## config.mk

```make
export PLATFORM = sky130hd
export DESIGN_NAME = dsd128_fir_ctrl
export DESIGN_NICKNAME = d
export VERILOG_FILES = /design/src/rtl/dsd128_pkg.sv /design/src/rtl/dsd128_lane_sum.sv /design/src/rtl/dsd128_fir_ctrl.sv
export SDC_FILE = /design/constraint.sdc
export NUM_CORES = 2
export LEC_CHECK = 0
export CAP_MARGIN = 10
export CORE_MARGIN = 2
export CORE_UTILIZATION = 46
export DETAILED_ROUTE_END_ITERATION = 12
export GPL_TIMING_DRIVEN = 0
export HOLD_SLACK_MARGIN = 0.03
export PLACE_DENSITY = 0.7
export SLEW_MARGIN = 20
export SYNTH_ARGS = -nofsm -noshare
export SYNTH_HDL_FRONTEND = slang
export SYNTH_HIERARCHICAL = 1
export SYNTH_SLANG_ARGS = --single-unit
```

## constraint.sdc

```tcl
create_clock -name clk -period 3.5 [get_ports clk]
set_input_delay 0.7 -clock clk [delete_from_list [all_inputs] [get_ports clk]]
set_output_delay 0.7 -clock clk [all_outputs]
set_load 0.03 [all_outputs]
```

## src/rtl/dsd128_pkg.sv

```systemverilog
// Shared constants, FSM encoding and lane-summing helper for the DSD128 FIR sequencer.
package dsd128_pkg;
    localparam int N_TAPS     = 320;
    localparam int N_LANES    = 10;
    localparam int N_ADDR     = 32;
    localparam int TAP_W      = 32;
    localparam int LANE_SUM_W = 36;

    // Idle DSD pattern: +1 at even indices, -1 at odd indices.
    localparam logic [N_TAPS-1:0] DSD_SILENCE = {(N_TAPS/2){2'b01}};

    typedef enum logic [1:0] {
        ST_IDLE,
        ST_RUN,
        ST_DRAIN
    } state_t;

    function automatic logic signed [LANE_SUM_W-1:0] sum_lanes(
        input logic [N_LANES*TAP_W-1:0] taps
    );
        logic signed [LANE_SUM_W-1:0] s;
        s = '0;
        for (int i = 0; i < N_LANES; i++) begin
            s = s + $signed({{(LANE_SUM_W-TAP_W){taps[TAP_W*i+TAP_W-1]}},
                             taps[TAP_W*i +: TAP_W]});
        end
        return s;
    endfunction
endpackage

```

## src/rtl/dsd128_lane_sum.sv

```systemverilog
// Ten-lane signed tap adder, widened to the accumulator width.
module dsd128_lane_sum
    import dsd128_pkg::*;
#(
    parameter int ACC_W = 40
) (
    input  logic [N_LANES*TAP_W-1:0] taps,
    output logic signed [ACC_W-1:0]  sum
);
    logic signed [LANE_SUM_W-1:0] raw;

    assign raw = sum_lanes(taps);
    assign sum = ACC_W'(raw);
endmodule

```

## src/rtl/dsd128_fir_ctrl.sv

```systemverilog
// DSD128 stereo decimator sequencer: keeps bit histories, walks the tap ROM
// once per output sample and emits a saturated PCM pair.
module dsd128_fir_ctrl
    import dsd128_pkg::*;
#(
    parameter int DECIM     = 32,
    parameter int ACC_W     = 40,
    parameter int OUT_W     = 24,
    parameter int OUT_SHIFT = 8
) (
    input  logic                    clk,
    input  logic                    rst_n,
    input  logic                    dsd_valid,
    input  logic                    dsd_l,
    input  logic                    dsd_r,
    output logic [4:0]              rom_addr,
    output logic [9:0]              rom_x,
    output logic [9:0]              rom_y,
    input  logic [319:0]            rom_tap_l,
    input  logic [319:0]            rom_tap_r,
    output logic                    pcm_valid,
    output logic signed [OUT_W-1:0] pcm_l,
    output logic signed [OUT_W-1:0] pcm_r,
    output logic                    busy,
    output logic                    overrun
);
    localparam int PH_W  = 8;
    localparam int CNT_W = 6;
    localparam logic signed [ACC_W-1:0] PCM_MAX = {{(ACC_W-OUT_W+1){1'b0}}, {(OUT_W-1){1'b1}}};
    localparam logic signed [ACC_W-1:0] PCM_MIN = {{(ACC_W-OUT_W+1){1'b1}}, {(OUT_W-1){1'b0}}};

    state_t                  state_reg, state_next;
    logic [PH_W-1:0]         phase_reg;
    logic [CNT_W-1:0]        cnt_reg;
    logic [N_TAPS-1:0]       hist_l_reg, hist_r_reg, snap_l_reg, snap_r_reg;
    logic [N_TAPS-1:0]       hist_l_next, hist_r_next;
    logic signed [ACC_W-1:0] stage_l_reg, stage_r_reg, acc_l_reg, acc_r_reg;
    logic signed [ACC_W-1:0] lane_l, lane_r;
    logic                    trigger, accept, run_done;

    function automatic logic signed [OUT_W-1:0] saturate(input logic signed [ACC_W-1:0] acc);
        logic signed [ACC_W-1:0] t;
        t = acc >>> OUT_SHIFT;
        if (t > PCM_MAX)      t = PCM_MAX;
        else if (t < PCM_MIN) t = PCM_MIN;
        return t[OUT_W-1:0];
    endfunction

    dsd128_lane_sum #(.ACC_W(ACC_W)) u_sum_l (.taps(rom_tap_l), .sum(lane_l));
    dsd128_lane_sum #(.ACC_W(ACC_W)) u_sum_r (.taps(rom_tap_r), .sum(lane_r));

    assign hist_l_next = {hist_l_reg[N_TAPS-2:0], dsd_l};
    assign hist_r_next = {hist_r_reg[N_TAPS-2:0], dsd_r};
    assign trigger     = dsd_valid && (phase_reg == PH_W'(DECIM - 1));
    // A trigger landing on the DRAIN cycle is accepted: the ROM walk is already finished.
    assign accept      = trigger && (state_reg != ST_RUN);
    assign run_done    = (state_reg == ST_RUN) && (cnt_reg == CNT_W'(N_ADDR));
    assign busy        = (state_reg != ST_IDLE);

    always_comb begin
        state_next = state_reg;
        case (state_reg)
            ST_IDLE:  if (accept) state_next = ST_RUN;
            ST_RUN:   if (run_done) state_next = ST_DRAIN;
            ST_DRAIN: state_next = accept ? ST_RUN : ST_IDLE;
            default:  state_next = ST_IDLE;
        endcase
    end

    always_ff @(posedge clk or negedge rst_n) begin
        if (!rst_n) state_reg <= ST_IDLE;
        else        state_reg <= state_next;
    end

    always_ff @(posedge clk or negedge rst_n) begin
        if (!rst_n) begin
            phase_reg   <= '0;
            cnt_reg     <= '0;
            hist_l_reg  <= DSD_SILENCE;
            hist_r_reg  <= DSD_SILENCE;
            snap_l_reg  <= '0;
            snap_r_reg  <= '0;
            stage_l_reg <= '0;
            stage_r_reg <= '0;
            acc_l_reg   <= '0;
            acc_r_reg   <= '0;
            rom_addr    <= '0;
            rom_x       <= '0;
            rom_y       <= '0;
            pcm_valid   <= 1'b0;
            pcm_l       <= '0;
            pcm_r       <= '0;
            overrun     <= 1'b0;
        end else begin
            pcm_valid <= 1'b0;
            if (dsd_valid) begin
                hist_l_reg <= hist_l_next;
                hist_r_reg <= hist_r_next;
                phase_reg  <= trigger ? '0 : phase_reg + 1'b1;
            end
            if (trigger && (state_reg == ST_RUN)) overrun <= 1'b1;

            if (accept) begin
                // Address 0 goes out now; the snapshot keeps the rest, consumed 10 bits per step.
                rom_addr   <= '0;
                rom_x      <= hist_l_next[N_LANES-1:0];
                rom_y      <= hist_r_next[N_LANES-1:0];
                snap_l_reg <= hist_l_next >> N_LANES;
                snap_r_reg <= hist_r_next >> N_LANES;
                cnt_reg    <= '0;
            end else if (state_reg == ST_RUN) begin
                cnt_reg     <= cnt_reg + 1'b1;
                stage_l_reg <= lane_l;
                stage_r_reg <= lane_r;
                if (cnt_reg == '0) begin
                    acc_l_reg <= '0;
                    acc_r_reg <= '0;
                end else begin
                    acc_l_reg <= acc_l_reg + stage_l_reg;
                    acc_r_reg <= acc_r_reg + stage_r_reg;
                end
                if (cnt_reg < CNT_W'(N_ADDR - 1)) begin
                    rom_addr   <= rom_addr + 1'b1;
                    rom_x      <= snap_l_reg[N_LANES-1:0];
                    rom_y      <= snap_r_reg[N_LANES-1:0];
                    snap_l_reg <= snap_l_reg >> N_LANES;
                    snap_r_reg <= snap_r_reg >> N_LANES;
                end else begin
                    rom_addr <= '0;
                    rom_x    <= '0;
                    rom_y    <= '0;
                end
            end

            if (state_reg == ST_DRAIN) begin
                pcm_l     <= saturate(acc_l_reg);
                pcm_r     <= saturate(acc_r_reg);
                pcm_valid <= 1'b1;
            end
        end
    end
endmodule

```

==> results.txt <==
buffers and inverters on the worst path: 4
cells along the critical path: clkdlybuf4s15_1 -> fa_1 -> fa_1 -> fa_1 -> fa_1 -> inv_1 -> fa_1 -> inv_2 -> ha_4 -> nor2b_4 -> o2111ai_2 -> a21oi_2 -> o21ai_2 -> a21boi_2 -> a311oi_4 -> o21ai_4 -> or4_4 -> nand3_4 -> buf_6 -> nand2_2 -> nand2_2
worst-case register-to-register setup slack: 0.01 ns
count of unresolved DRC violations after routing: 0
outcome: complete, but fails checks
pin slew with the least headroom to its limit: 1.10 ns
largest cells by area after synthesis: sky130_fd_sc_hd__dfrtp_1 (36%), sky130_fd_sc_hd__fa_1 (13%), sky130_fd_sc_hd__dfstp_2 (10%), sky130_fd_sc_hd__mux2_2 (8.8%), sky130_fd_sc_hd__nand2_1 (8.0%)
total of buffers placed on input and output ports: 719
violations in the final reports: negative setup slack
terminus of the critical flop-to-flop path: snap_l_reg[298]$_DFFE_PN0P_
Post-Syn Instances: 8007
prevailing post-synth register cell: sky130_fd_sc_hd__dfrtp_1
filler cell count in the final layout: 15000
unrepaired setup endpoints after global routing: yes
number of failing hold endpoints at the final stage: 0
synthesized area divided by synthesized cell count: 10.2 µm²
WL/cell: 19.2 µm
WHS: 0.459 ns
layout cell share with drive strength beyond 1: 24.4%
number of cells in the finished layout apart from fillers: 11500
length of the first detailed-routing pass in iterations: 5
cell repeated most along the worst path: sky130_fd_sc_hd__fa_1
root buf cell: sky130_fd_sc_hd__clkbuf_16
global routing usage on met3: 3.25%
worst endpoint required time: 4.22 ns
first-pass GRT wire length: 353000 µm
top-area cell type share of the netlist area: 36.4%
height of the die: 426 µm
syn nets: 9334
Worst Reg-to-Reg Cells: 8
post-route cell area: 100000 µm²
max-slew violations: 0
final global-route overflow total: 0
maximum fanout count along the critical path: 5
met2 track demand over resource: 41.3%
kind of path behind the tightest hold check: in -> async
kind of start point of the critical path: input pin
overall die area: 181000 µm²
via count of the routed design: 61400
Crit. path cell count: 21
cell area after synthesis: 81800 µm²
post-synthesis cell type with the largest combined area: sky130_fd_sc_hd__dfrtp_1
area inside the core boundary: 176000 µm²
count of cell types in the netlist: 84
Starting Density: 46.4%
via density per instance: 5.32
busiest layer in global routing: met2
proportion of synthesized chip area in sequential cells: 46.7%
clock insertion delay at the later pin of the skew report: 0.80 ns
fraction of registers with async set/reset: 100%
startpoint of the lowest-slack register-to-register path: state_reg[0]$_DFFE_PN0P_
clock tree from TritonCTS: done
GRT met1 Usage: 32.8%
max cap viols: 0
Worst Path Arrival: 5.90 ns
Worst Setup Path Type: in -> reg
worst-case clock skew: 0.0252 ns
Detail Placement HPWL: 166000 µm
Post-Place Worst Slack: -3.18 ns
highest attainable clock frequency: 193 MHz
yosys synthesis warning count: 6
crit share post-route: 148%
initial antenna violation count: 15
DRC violation total after the first TritonRoute iteration: 4179
register bit total from synthesis: 1509
peak supply drop: 1390 µV
final worst-path setup slack: -1.68 ns
number of placed cells counting well taps: 11100
number of I/O pins: 721
number of core rows: 154
overall global routing resource usage: 24.4%
total clock buffers created by CTS: 160
element type at the critical path end: flip-flop
family with the most delay on the worst path: adder cells
pin count of the biggest net entering global routing: 153
overall routed net length: 222000 µm
Worst slew margin: 26.5%
die extent in x: 426 µm
number of buffers between clock root and the deepest sink: 3
final setup violation count: 76
Final Wtd Congestion: 0.979
Pwr Density: 1200 nW/µm²
H-tree depth: 4
vias in the first global route: 64400
time the final worst path needs with I/O delays and setup: 5.18 ns
area added between synthesis and finish: 22.7%
number of enable flip-flop cells after synthesis: 0
cell area after placement: 92700 µm²
cell at the slowest stage of the critical path: sky130_fd_sc_hd__fa_1
Leak Pwr: 47.8 nW
crit-path max cell delay: 0.59 ns
total number of clock tree sinks: 1509
total number of nets in the final design: 10400
CTS clk-pin slew, worst paths: 0.06 ns
post-route antenna net violation count: 0
## final cells by class
| cell class | count | area [µm²] | share of cell area [%] |
|---|---|---|---|
| Multi-Input combinational cell | 5390 | 41600 | 41.5 |
| Sequential cell | 1509 | 38200 | 38.0 |
| Timing Repair Buffer | 894 | 7970 | 7.94 |
| Clock buffer | 236 | 4590 | 4.58 |
| Tap cell | 2340 | 2930 | 2.92 |
| Inverter | 671 | 2560 | 2.55 |
| Buffer | 429 | 1700 | 1.70 |
| Clock inverter | 64 | 736 | 0.733 |
| Antenna cell | 10 | 25.0 | 0.0249 |
## logic make-up after synthesis
| family | synth area share (%) |
|---|---|
| AO/OA/AOI/OAI | 9.58 |
| XOR/XNOR | 1.49 |
| adder cells (fa/ha/maj) | 15.2 |
| buffers and inverters | 5.15 |
| flip-flops | 46.7 |
| multiplexers | 9.08 |
| AND/OR/NAND/NOR | 12.8 |
## worst register-to-register path, delay by kind of cell (launching register included)
kind	cells	cell delay (ns)
buffers and inverters	4	2.40
flip-flops	1	0.41
AO/OA/AOI/OAI	2	0.38
AND/OR/NAND/NOR	2	0.23
## power by group
group          switching, mW  leakage [nW]  internal [mW]
logic                   41.9          26.1           37.7
clock network           7.19          2.61           9.80
registers               2.50          19.1           20.9
total                   51.6          47.8           68.4
## repair_timing
item                                    4_1_cts  5_1_grt
endpoints found under the setup margin      588      164
hold buffers                                  1        0
setup buffers                               119       54
hold endpoints to repair                     59        0
resized for setup                          1355      476
pin swaps                                   515      388
## layout by cell type, fill, tap and decap left out, drive strengths merged, types with 22 or more instances in the layout
master,netlist,final
nand4,37,37
inv,671,679
xor2,54,54
fa,522,522
dfstp,320,320
o21bai,23,23
a31oi,591,591
mux2i,22,22
clkdlybuf4s15,0,90
clkbuf,402,720
nand3,49,49
a21oi,159,159
dfrtp,1189,1189
buf,35,312
a22oi,22,22
nor2,734,734
a21o,81,81
mux2,640,640
dlymetal6s2s,0,40
xnor2,85,85
ha,160,160
o21ai,222,222
dlygate4sd2,0,196
clkdlybuf4s50,0,200
nand2,1749,1749
clkinv,0,43
## how the worst max path moves through the flow
stage                   startpoint                     endpoint  slack (ns)
floorplan           rom_tap_r[194]  stage_r_reg[36]$_DFFE_PN0P_       -1.83
finish              rom_tap_r[227]  stage_r_reg[38]$_DFFE_PN0P_       -1.68
detailed placement   rom_tap_r[66]  stage_r_reg[28]$_DFFE_PN0P_       -3.18
global route        rom_tap_r[194]  stage_r_reg[38]$_DFFE_PN0P_       -1.78
CTS                   rom_tap_r[5]  stage_r_reg[39]$_DFFE_PN0P_       -1.62
global placement             rst_n         pcm_r[5]$_DFFE_PN0P_      -63.69
## stage by stage
| step | power [mW] | TNS [ns] | utilization (%) |
|---|---|---|---|
| final | 120 | -79.69 | 56.9 |
| after global routing | 128 | -92.15 | 56.9 |
| after floorplan | 65.1 | -95.97 | - |
| after detailed placement | 79.6 | -593.62 | 52.6 |
| after CTS | 112 | -75.85 | 56.5 |
| after global placement | 78.7 | - | 52.4 |
## per-layer routing
metal	up-vias	share of wire (%)	wire length, µm
met1	31100	43	95100
met2	1492	49	110000
li1	28500	-	-
met4	2	3.0	6750
met5	-	0.0050	11
met3	320	4.8	10600
## cells in the mapped netlist, types with 7 or more instances
master                        n
sky130_fd_sc_hd__dfstp_2    320
sky130_fd_sc_hd__nor3_1      18
sky130_fd_sc_hd__a31oi_1    591
sky130_fd_sc_hd__a211oi_1    11
sky130_fd_sc_hd__o21ai_0    210
sky130_fd_sc_hd__o21bai_1    23
sky130_fd_sc_hd__nand4_1     37
sky130_fd_sc_hd__buf_4       10
sky130_fd_sc_hd__or4_1        7
sky130_fd_sc_hd__fa_1       522
sky130_fd_sc_hd__a21o_1      79
sky130_fd_sc_hd__nand2_1   1749
sky130_fd_sc_hd__and3_1      16
sky130_fd_sc_hd__a211o_1      7
sky130_fd_sc_hd__dfrtp_1   1189
sky130_fd_sc_hd__mux2_2     640
sky130_fd_sc_hd__inv_1      671
sky130_fd_sc_hd__nor2b_1     11
sky130_fd_sc_hd__a22o_1       8
sky130_fd_sc_hd__o21a_1      17
sky130_fd_sc_hd__buf_1       19
sky130_fd_sc_hd__clkbuf_1   401
sky130_fd_sc_hd__a21oi_1    152
sky130_fd_sc_hd__xnor2_1     85
sky130_fd_sc_hd__o211ai_1    14
sky130_fd_sc_hd__a21boi_0     8
sky130_fd_sc_hd__nor2_1     734
sky130_fd_sc_hd__o31ai_1     14
sky130_fd_sc_hd__and2_1       9
sky130_fd_sc_hd__ha_1       160
sky130_fd_sc_hd__o21ai_1      8
sky130_fd_sc_hd__xor2_1      54
sky130_fd_sc_hd__mux2i_1     22
sky130_fd_sc_hd__nand3_1     49
sky130_fd_sc_hd__a22oi_1     22
sky130_fd_sc_hd__nand2b_1     8
(Power assumes the default switching activity.)
